`config.mk`:
```
export PLATFORM = sky130hd
export DESIGN_NAME = led_ctrl_flat
export DESIGN_NICKNAME = d
export VERILOG_FILES = /design/src/rtl/led_ctrl_pkg.sv /design/src/rtl/led_ctrl_if.sv /design/src/rtl/led_tick_gen.sv /design/src/rtl/led_ctrl.sv /design/src/flat_wrapper.sv
export SDC_FILE = /design/constraint.sdc
export NUM_CORES = 1
export LEC_CHECK = 0
export CAP_MARGIN = 10
export CORE_ASPECT_RATIO = 2
export CORE_MARGIN = 5
export CORE_UTILIZATION = 60
export CTS_BUF_LIST = sky130_fd_sc_hd__clkbuf_8
export CTS_CLUSTER_SIZE = 10
export DETAILED_ROUTE_END_ITERATION = 8
export PLACE_DENSITY = 0.93
export SYNTH_ARGS = -nofsm -noshare
export SYNTH_HDL_FRONTEND = slang
export SYNTH_SLANG_ARGS = --single-unit
```
`constraint.sdc`:
```
create_clock -name i_ifclk -period 2.3 [get_ports i_ifclk]
set_input_delay 0.575 -clock i_ifclk [delete_from_list [all_inputs] [get_ports i_ifclk]]
set_output_delay 0.575 -clock i_ifclk [all_outputs]
set_load 0.01 [all_outputs]
```
`src/rtl/led_ctrl_pkg.sv`:
```
// rtl/led_ctrl_pkg.sv - shared encodings and constants for the LED controller
package led_ctrl_pkg;

    typedef enum logic [1:0] {
        MODE_SOLID = 2'b00,
        MODE_SLOW  = 2'b01,
        MODE_FAST  = 2'b10,
        MODE_HEART = 2'b11
    } mode_e;

    typedef enum logic {
        ST_IDLE  = 1'b0,
        ST_GRANT = 1'b1
    } state_e;

    localparam int COLOR_GREEN_BIT = 0;
    localparam int COLOR_RED_BIT   = 1;

    localparam int PHASE_W      = 10;
    localparam int PH_SLOW_BIT  = 9;
    localparam int PH_FAST_BIT  = 7;
    localparam int PH_HEART_MSB = 9;
    localparam int PH_HEART_LSB = 6;

endpackage

```
`src/rtl/led_ctrl_if.sv`:
```
// rtl/led_ctrl_if.sv - requester bus: level requests, mode/colour lanes, one-hot grant
interface led_ctrl_if #(
    parameter int N_REQ = 4
);
    logic [N_REQ-1:0]   i_req;
    logic [2*N_REQ-1:0] i_mode;
    logic [2*N_REQ-1:0] i_color;
    logic [N_REQ-1:0]   o_grant;

    modport master (output i_req, output i_mode, output i_color, input  o_grant);
    modport slave  (input  i_req, input  i_mode, input  i_color, output o_grant);
endinterface

```
`src/rtl/led_tick_gen.sv`:
```
// rtl/led_tick_gen.sv - millisecond prescaler and free-running 10-bit blink phase
module led_tick_gen
    import led_ctrl_pkg::*;
#(
    parameter int TICK_DIV = 48000
) (
    input  logic               i_ifclk,
    input  logic               i_rst_n,
    output logic               o_tick,
    output logic [PHASE_W-1:0] o_phase
);
    localparam int CNT_W = (TICK_DIV > 1) ? $clog2(TICK_DIV) : 1;

    logic [CNT_W-1:0]   r_cnt;
    logic [PHASE_W-1:0] r_phase;
    logic               w_wrap;

    assign w_wrap = (r_cnt == CNT_W'(TICK_DIV - 1));

    // Phase is only ever cleared by reset so all blink patterns stay globally aligned.
    always_ff @(posedge i_ifclk or negedge i_rst_n) begin
        if (!i_rst_n) begin
            r_cnt   <= '0;
            r_phase <= '0;
        end else begin
            if (w_wrap) begin
                r_cnt   <= '0;
                r_phase <= r_phase + 1'b1;
            end else begin
                r_cnt   <= r_cnt + 1'b1;
            end
        end
    end

    assign o_tick  = w_wrap;
    assign o_phase = r_phase;
endmodule

```
`src/rtl/led_ctrl.sv`:
```
// rtl/led_ctrl.sv - fixed-priority LED owner arbitration with minimum hold,
// blink patterns and per-colour activity flash overlay; drives active-low pads.
module led_ctrl
    import led_ctrl_pkg::*;
#(
    parameter int TICK_DIV    = 48000,
    parameter int N_REQ       = 4,
    parameter int MIN_HOLD_MS = 100,
    parameter int ACT_MS      = 30
) (
    input  logic       i_ifclk,
    input  logic       i_rst_n,
    led_ctrl_if.slave  io_bus,
    input  logic       i_act_green,
    input  logic       i_act_red,
    output logic       o_led_green,
    output logic       o_led_red
);
    localparam int OW     = (N_REQ > 1) ? $clog2(N_REQ) : 1;
    localparam int HOLD_W = (MIN_HOLD_MS > 0) ? $clog2(MIN_HOLD_MS + 1) : 1;
    localparam int ACT_W  = (ACT_MS > 0) ? $clog2(ACT_MS + 1) : 1;

    logic               w_tick;
    logic [PHASE_W-1:0] w_phase;
    logic               w_phase_unused;

    state_e             r_state, w_state_n;
    logic [OW-1:0]      r_owner, w_owner_n;
    logic [HOLD_W-1:0]  r_hold, w_hold_n;
    logic [1:0]         r_mode, w_mode_n;
    logic [1:0]         r_color, w_color_n;
    logic [N_REQ-1:0]   r_grant, w_grant_n;
    logic [ACT_W-1:0]   r_act_g, r_act_r;
    logic               r_led_g, r_led_r;

    logic               w_any;
    logic [OW-1:0]      w_lowest;
    logic               w_owner_req;
    logic               w_expired;
    logic               w_pattern;
    logic               w_on_g, w_on_r;

    led_tick_gen #(.TICK_DIV(TICK_DIV)) u_tick_gen (
        .i_ifclk (i_ifclk),
        .i_rst_n (i_rst_n),
        .o_tick  (w_tick),
        .o_phase (w_phase)
    );

    assign w_phase_unused = ^{w_phase[PH_HEART_LSB-1:0], w_phase[8]};

    always_comb begin
        w_any    = |io_bus.i_req;
        w_lowest = '0;
        for (int i = N_REQ - 1; i >= 0; i--) begin
            if (io_bus.i_req[i]) w_lowest = OW'(i);
        end
    end

    assign w_owner_req = io_bus.i_req[r_owner];
    // Hold saturates, so comparing the pre-increment value is stable across a tick.
    assign w_expired   = (r_hold == HOLD_W'(MIN_HOLD_MS));

    always_comb begin
        w_state_n = r_state;
        w_owner_n = r_owner;
        w_hold_n  = r_hold;
        w_mode_n  = r_mode;
        w_color_n = r_color;
        case (r_state)
            ST_IDLE: begin
                if (w_any) begin
                    w_state_n = ST_GRANT;
                    w_owner_n = w_lowest;
                    w_hold_n  = '0;
                    w_mode_n  = io_bus.i_mode[{w_lowest, 1'b0} +: 2];
                    w_color_n = io_bus.i_color[{w_lowest, 1'b0} +: 2];
                end
            end
            ST_GRANT: begin
                if (w_tick && !w_expired) w_hold_n = r_hold + 1'b1;
                if (w_owner_req) begin
                    w_mode_n  = io_bus.i_mode[{r_owner, 1'b0} +: 2];
                    w_color_n = io_bus.i_color[{r_owner, 1'b0} +: 2];
                end
                if (w_expired) begin
                    if (w_any && (w_lowest < r_owner || !w_owner_req)) begin
                        w_owner_n = w_lowest;
                        w_hold_n  = '0;
                        w_mode_n  = io_bus.i_mode[{w_lowest, 1'b0} +: 2];
                        w_color_n = io_bus.i_color[{w_lowest, 1'b0} +: 2];
                    end else if (!w_owner_req) begin
                        w_state_n = ST_IDLE;
                    end
                end
            end
            default: w_state_n = ST_IDLE;
        endcase
        w_grant_n = (w_state_n == ST_GRANT) ? ({{(N_REQ-1){1'b0}}, 1'b1} << w_owner_n) : '0;
    end

    always_ff @(posedge i_ifclk or negedge i_rst_n) begin
        if (!i_rst_n) begin
            r_state <= ST_IDLE;
            r_owner <= '0;
            r_hold  <= '0;
            r_mode  <= '0;
            r_color <= '0;
            r_grant <= '0;
        end else begin
            r_state <= w_state_n;
            r_owner <= w_owner_n;
            r_hold  <= w_hold_n;
            r_mode  <= w_mode_n;
            r_color <= w_color_n;
            r_grant <= w_grant_n;
        end
    end

    // A new pulse always reloads, so back-to-back activity extends the flash.
    always_ff @(posedge i_ifclk or negedge i_rst_n) begin
        if (!i_rst_n) begin
            r_act_g <= '0;
            r_act_r <= '0;
        end else begin
            if (i_act_green)                  r_act_g <= ACT_W'(ACT_MS);
            else if (w_tick && r_act_g != '0) r_act_g <= r_act_g - 1'b1;
            if (i_act_red)                    r_act_r <= ACT_W'(ACT_MS);
            else if (w_tick && r_act_r != '0) r_act_r <= r_act_r - 1'b1;
        end
    end

    always_comb begin
        w_pattern = 1'b0;
        case (mode_e'(r_mode))
            MODE_SOLID: w_pattern = 1'b1;
            MODE_SLOW:  w_pattern = w_phase[PH_SLOW_BIT];
            MODE_FAST:  w_pattern = w_phase[PH_FAST_BIT];
            MODE_HEART: w_pattern = (w_phase[PH_HEART_MSB:PH_HEART_LSB] == 4'd0) ||
                                    (w_phase[PH_HEART_MSB:PH_HEART_LSB] == 4'd2);
            default:    w_pattern = 1'b0;
        endcase
    end

    assign w_on_g = ((r_state == ST_GRANT) & r_color[COLOR_GREEN_BIT] & w_pattern) ^ (r_act_g != '0);
    assign w_on_r = ((r_state == ST_GRANT) & r_color[COLOR_RED_BIT]   & w_pattern) ^ (r_act_r != '0);

    always_ff @(posedge i_ifclk or negedge i_rst_n) begin
        if (!i_rst_n) begin
            r_led_g <= 1'b1;
            r_led_r <= 1'b1;
        end else begin
            r_led_g <= ~w_on_g;
            r_led_r <= ~w_on_r;
        end
    end

    assign io_bus.o_grant = r_grant;
    assign o_led_green    = r_led_g;
    assign o_led_red      = r_led_r;
endmodule

```
`src/flat_wrapper.sv`:
```
// flat-port wrapper written by rule: the top's interface ports become plain ports
module led_ctrl_flat import led_ctrl_pkg::*;
#(
    parameter int TICK_DIV    = 48000,
    parameter int N_REQ       = 4,
    parameter int MIN_HOLD_MS = 100,
    parameter int ACT_MS      = 30
)
  (i_ifclk, i_rst_n, i_act_green, i_act_red, o_led_green, o_led_red, io_bus_i_req, io_bus_i_mode, io_bus_i_color, io_bus_o_grant);
  led_ctrl_if #(.N_REQ(N_REQ)) io_bus_i ();
  input  logic i_ifclk;
  input  logic i_rst_n;
  input  logic i_act_green;
  input  logic i_act_red;
  output logic o_led_green;
  output logic o_led_red;
  input wire logic [$bits(io_bus_i.i_req)-1:0] io_bus_i_req;
  input wire logic [$bits(io_bus_i.i_mode)-1:0] io_bus_i_mode;
  input wire logic [$bits(io_bus_i.i_color)-1:0] io_bus_i_color;
  output wire logic [$bits(io_bus_i.o_grant)-1:0] io_bus_o_grant;
  assign io_bus_i.i_req = io_bus_i_req;
  assign io_bus_i.i_mode = io_bus_i_mode;
  assign io_bus_i.i_color = io_bus_i_color;
  assign io_bus_o_grant = io_bus_i.o_grant;
  led_ctrl #(.TICK_DIV(TICK_DIV), .N_REQ(N_REQ), .MIN_HOLD_MS(MIN_HOLD_MS), .ACT_MS(ACT_MS)) u_core (.i_ifclk(i_ifclk), .i_rst_n(i_rst_n), .io_bus(io_bus_i), .i_act_green(i_act_green), .i_act_red(i_act_red), .o_led_green(o_led_green), .o_led_red(o_led_red));
endmodule
```
== After elaboration in Yosys (flattened, before gate mapping) ==
Index checks and enable logic that the tools add are counted.
Widths: inputs -> output; s select.

* Bits in registers: 56
* Latch bits: 0
* Memory bits (writable): 0
* Memory bits (read-only): 0
* Output and inout bits: 6
* Logic and storage cells: 92
* Memories kept: 0

* Add/sub/neg operators: 5
* Multipliers: 0
* Divide/modulo/power cells: 0
* Order comparisons: 2
* Equal/unequal tests: 7
* Shifts and indexed selects: 5
* Muxes and demuxes: 37
* Bitwise operators: 9
* Reduce and logical (&&, ||, !) cells: 15

{| class="wikitable"
|+ Operators with widths
! cell !! number
|-
| $shiftx 8x4->2 || 4
|-
| $mux 2 || 15
|-
| $mux 7 || 4
|-
| $mux 5 || 4
|-
| $add 16x1->16 const B || 1
|-
| $eq 16x16->1 const B || 1
|-
| $mux 16 || 1
|-
| $pmux 7 s2 || 1
|-
| $pmux 2 s2 || 3
|-
| $add 10x1->10 const B || 1
|-
| $reduce_bool 5->1 || 2
|-
| $sub 5x1->5 const B || 2
|-
| $add 7x1->7 const B || 1
|-
| $eq 7x7->1 const B || 1
|-
| $mux 1 || 5
|-
| $and 1x1->1 || 4
|-
| $eq 2x2->1 const B || 2
|-
| $eq 4x2->1 const B || 1
|-
| $logic_and 1x1->1 || 4
|-
| $logic_not 4->1 || 1
|-
| $mux 4 || 1
|-
| $pmux 1 s4 || 1
|-
| $reduce_bool 2->1 || 2
|-
| $reduce_or 4->1 || 1
|-
| 12 further kinds || 17
|}

== Depth between registers and ports, before layout ==
* Depth after elaboration: 12
* Gate-level depth with buffers: 8
* Depth with buffers taken out: 8

== Hierarchy ==
From an unflattened synthesis, not the netlist that was laid out.

* Cells, all modules: 320
* Area total of the unflattened synthesis: 3244.4 sq um

{| class="wikitable"
|+ Modules (own cells, without submodules)
! module !! times used !! cells an instance !! area each (sq um) !! sequential area each (sq um)
|-
| led_ctrl || 1 || 206 || 1989.4 || 753.2
|-
| led_tick_gen || 1 || 114 || 1255.0 || 650.6
|}

== Worst setup path after synthesis ==
Ideal clock, no wire load.

* Path type: input to register
* From: in io_bus_i_req[1]
* To: reg u_core.r_hold[1]
* Arrival: 2.053 ns
* Data required time: 2.165 ns
* Path slack: 0.112 ns
* Stages: 7
* Buffers on the path: 1
* Cells stage by stage: clkbuf_1 > nor3_1 > ha_1 > a21oi_1 > a21oi_2 > o21ai_1 > o21ai_1

* Cells in the longest elaborated chain, start to end: 8
* Elaborated cells between the ends (all ways): 13

{| class="wikitable"
|+ Ends and longest elaborated chain
! what !! line !! source
|-
| from (decl) || flat_wrapper.sv:17 || <nowiki>input wire logic [$bits(io_bus_i.i_req)-1:0] io_bus_i_req;</nowiki>
|-
| $mux 2 / $bmux 1 s2 (equally long branches) || led_ctrl.sv:56, led_ctrl.sv:60 ||
|-
| $mux 2 / $mux 1 (equally long branches) || led_ctrl.sv:56, led_ctrl.sv:60 ||
|-
| $lt 2x2->1 / $logic_not 1->1 (equally long branches) || led_ctrl.sv:87 || <nowiki>if (w_any && (w_lowest < r_owner || !w_owner_req)) begin</nowiki>
|-
| $logic_or 1x1->1 || led_ctrl.sv:87 ||
|-
| $logic_and 1x1->1 || led_ctrl.sv:87 ||
|-
| $mux 7 || led_ctrl.sv:87 ||
|-
| $mux 7 || led_ctrl.sv:86 || <nowiki>if (w_expired) begin</nowiki>
|-
| $pmux 7 s2 || led_ctrl.sv:70 || <nowiki>case (r_state)</nowiki>
|-
| to (signal assigned) || led_ctrl.sv:113 || <nowiki>r_hold <= w_hold_n;</nowiki>
|-
| to (decl) || led_ctrl.sv:29 || <nowiki>logic [HOLD_W-1:0] r_hold, w_hold_n;</nowiki>
|}

Parallel ways exist; a longest one is shown, timed or not. The select of a mux whose other input is x is not followed.
A chain may end at the register's enable or synchronous reset.

== Final worst setup path ==
* From: in io_bus_i_req[3]
* To: reg u_core.r_grant[1] (netlist: u_core.io_bus.o_grant[1])

* Cells in the longest elaborated chain, start to end: 12
* Elaborated cells between the ends (all ways): 22

{| class="wikitable"
|+ Ends and longest elaborated chain
! what !! line !! source
|-
| $mux 2 (4 in series) || led_ctrl.sv:56 || <nowiki>if (io_bus.i_req[i]) w_lowest = OW'(i);</nowiki>
|-
| $lt 2x2->1 || led_ctrl.sv:87 ||
|-
| $logic_or 1x1->1 || led_ctrl.sv:87 ||
|-
| $logic_and 1x1->1 || led_ctrl.sv:87 ||
|-
| $mux 2 || led_ctrl.sv:87 ||
|-
| $mux 2 || led_ctrl.sv:86 ||
|-
| $pmux 2 s2 || led_ctrl.sv:70 ||
|-
| $shl 1x2->4 || led_ctrl.sv:99 || <nowiki>w_grant_n = (w_state_n == ST_GRANT) ? ({{(N_REQ-1){1'b0}}, 1'b1} << w_owner_n) : '0;</nowiki>
|-
| $mux 4 (*) || led_ctrl.sv:99 ||
|-
| via u_core.w_grant_n[1] || led_ctrl.sv:32 || <nowiki>logic [N_REQ-1:0] r_grant, w_grant_n;</nowiki>
|-
| to (signal assigned) || led_ctrl.sv:116 || <nowiki>r_grant <= w_grant_n;</nowiki>
|-
| to (decl) || led_ctrl.sv:32 ||
|}

The timed path passes the listed nets; every way through them passes the cells marked *. The select of a mux whose other input is x is not followed.

==> flow_summary.ini <==
[synthesis]
syn_nets = 363
netlist.area_leader.share_pct = 41.5
synth-edff-count = 0
syn_avg_cell_area_um2 = 9.87
yosysTopAreaCell = dfrtp_1
synthCells = 330
synthFlopType = dfrtp_1
async_reset_ff_share_pct = 100
synthTopCellsByCount = dfrtp_1, nand2_1, nor2_1, xor2_1, a21oi_1
yosys_warnings = 0
ys_ff_latch = 56
synth.area.top_cells = dfrtp_1, xor2_1, nand2_1
synth_most_common_cell = dfrtp_1
yosysSeqAreaShare_pct = 43.1
ys_types = 60
synth.cell_area_mm2 = 0.00326

[status]
run_status = finished with violations
violations = negative setup slack

[worst_hold_path]
hold_path_class = primary input to async pin

[sta]
fmax_mhz = 434
finalCritPeriodShare_pct = 100
hold_violations = 0
setup_ws_ns = -0.00581
drv_slew = 0
tns_ns = -0.00824
layout_min_cycle_time_ns = 2.31
maxSlewHeadroom_pct = 61.5
finalSetupViolCount = 3
rsz0062_at_grt = yes
finClkSkew_ns = 0.0105
tightestPinTransition_ns = 0.578

[global_route]
grt_pass1_vias = 2849
grt.overflow.total = 0
antenna_found_initial = 0
grt_pass1_wl_um = 12500
grt.total_usage_pct = 23.0
grt_max_degree = 33

[floorplan]
die_height_um = 114
core_mm2 = 0.00537
dieArea_mm2 = 0.00709
rows = 38
ios = 30
dieWidth_um = 62.1
floorplan.initialDensity_pct = 60.6

[critical_path]
start_kind = primary input
worst-setup-path-type = primary input to flip-flop
cp_max_fo = 4
critPathCaptureType = flip-flop
slowest_stage = clkdlybuf4s50_1
cp.arrival_ns = 2.55
crit_path_cell_trace = clkdlybuf4s50_1, nor2_2, nor3_1, ha_1, o211ai_1, a21oi_2, or3_4, a21oi_1
cp_top_family = simple AND/OR/NAND/NOR gates
cp.required_ns = 2.55
slowest_delay_ns = 0.50
cp.buffers_inverters = 1

[detailed_routing]
drt_first_pass_iters = 4
routed-via-count = 2728
antenna_left = 0
routed_wl_um = 7550
viasPerCell = 6.26
avgRoutedWirePerCell_um = 17.3
drc = 0
drt_iter0_markers = 150

[clocking]
clkSinkCount = 56
cts_buffers = 5
clk_latency_ns = 0.32
clk_pin_slew_ns = 0.10
postCtsSetupRepairBufs = 0
h-tree-depth = 2
ctsRootBufferMaster = clkbuf_8
cts_tree = done
clock_path_buffers = 2

[power]
leakage_nw = 1.64
power_mw = 2.12
power.density_mw_per_mm2 = 543
vdd.ir_drop.worst_uv = 480

[placement]
post-dp-hpwl_um = 5690
dp_cells = 428
io_buffers = 29
gp_congestion = 0.909

[finish]
antenna_cells = 0
fin_nets = 408
seqCellArea_mm2 = 0.00140
multiInputGateArea_mm2 = 0.00179
area_growth_pct = 19.9
fin_util_pct = 72.7
fill_cells = 351
final_cells = 436
drive_above_1_share_pct = 14.6

[run]
maxCapViolCount = 0
layout make-up:
type / instances / share of cell area, %
Sequential cell: 56 / 36.0
Clock inverter: 3 / 1.76
Clock buffer: 5 / 1.76
Inverter: 16 / 1.54
Timing Repair Buffer: 46 / 11.2
Tap cell: 60 / 1.92
Multi-Input combinational cell: 250 / 45.8
sequential cells by signal (all words and copies together), names as in the netlist:
signal                     flops
u_core.io_bus.o_grant          4
u_core.r_mode                  2
u_core.r_act_r                 5
u_core.u_tick_gen.o_phase     10
u_core.o_led_green             1
u_core.r_state                 1
u_core.r_hold                  7
u_core.r_owner                 2
u_core.u_tick_gen.r_cnt       16
u_core.r_act_g                 5
u_core.r_color                 2
u_core.o_led_red               1
stage by stage:
step           hold WS [ns]  setup slack, ns  instance area (µm²)
2_1_floorplan         0.279            0.112                 3260
3_3_place_gp          0.462           -0.290                 3720
3_5_place_dp          0.477           -0.428                 3720
4_1_cts               0.246           0.0165                 3860
5_1_grt               0.266          -0.0851                 3900
6_report              0.234         -0.00581                 3900
per-layer routing:
layer,up-vias,global-route usage (%),share of wire (%),wire length (µm)
met1,1316,23.2,34,2590
met5,-,0,0,0
li1,1280,-,-,-
met2,101,42.5,58,4350
met4,0,11.6,4.0,301
met3,31,3.27,4.0,299
report_power, final:
part / switching [mW] / leakage (nW) / internal (mW)
Clock: 0.337 / 0.0687 / 0.438
Sequential: 0.0310 / 0.677 / 1.02
Combinational: 0.151 / 0.896 / 0.137
kinds of logic (layout without fill, tap and decap cells):
family	count (synthesis)	after routing	share of synthesized area, %
simple gates	133	133	23.7
compound gates	68	68	13.5
flops	56	56	43.1
xor+xnor	31	31	8.57
buf+inv	24	70	3.27
fa+ha+maj	9	9	3.46
mux	9	9	4.34
layout by cell type (no fill, tap or decap), types with 12 or more instances in the layout:
cell type        instances
nor2_1                  23
nor3_1                  12
xnor2_1                 12
inv_1                   16
xor2_1                  18
clkdlybuf4s50_1         28
dfrtp_1                 54
a21oi_1                 14
nand2_1                 31
buf_4                   15
worst register-to-register path: cells and delay by family (launching register included):
| family | cells | cell delay [ns] |
|---|---|---|
| and+or+nand+nor | 1 | 0.24 |
| buffers and inverters | 1 | 0.11 |
| DFF | 1 | 0.43 |
| adders and majority gates | 1 | 0.22 |
| AOI/OAI and AO/OA | 4 | 1.08 |
path summary, 6_finish.rpt:
check	start	endpoint	slack, ns	cells past startpoint
worst max-delay path	io_bus_i_req[3]	u_core.io_bus.o_grant[1]	-0.006	8
worst min-delay path	i_rst_n	u_core.r_act_g[1]	0.23	1
worst max register to register	u_core.r_hold[0]	u_core.r_color[1]	0.11	7
worst min register to register	u_core.u_tick_gen.o_phase[4]	u_core.u_tick_gen.o_phase[4]	0.49	1
max in group asynchronous	i_rst_n	u_core.o_led_red	1.42	2
min in group i_ifclk	u_core.u_tick_gen.o_phase[4]	u_core.u_tick_gen.o_phase[4]	0.49	1
timing repair:
action                                  CTS  global route
endpoints found under the setup margin    4             8
hold buffers                              0             0
pin swaps                                 0             6
gates resized for setup                   1             8
Note: power is estimated with default switching activity, not from simulation.
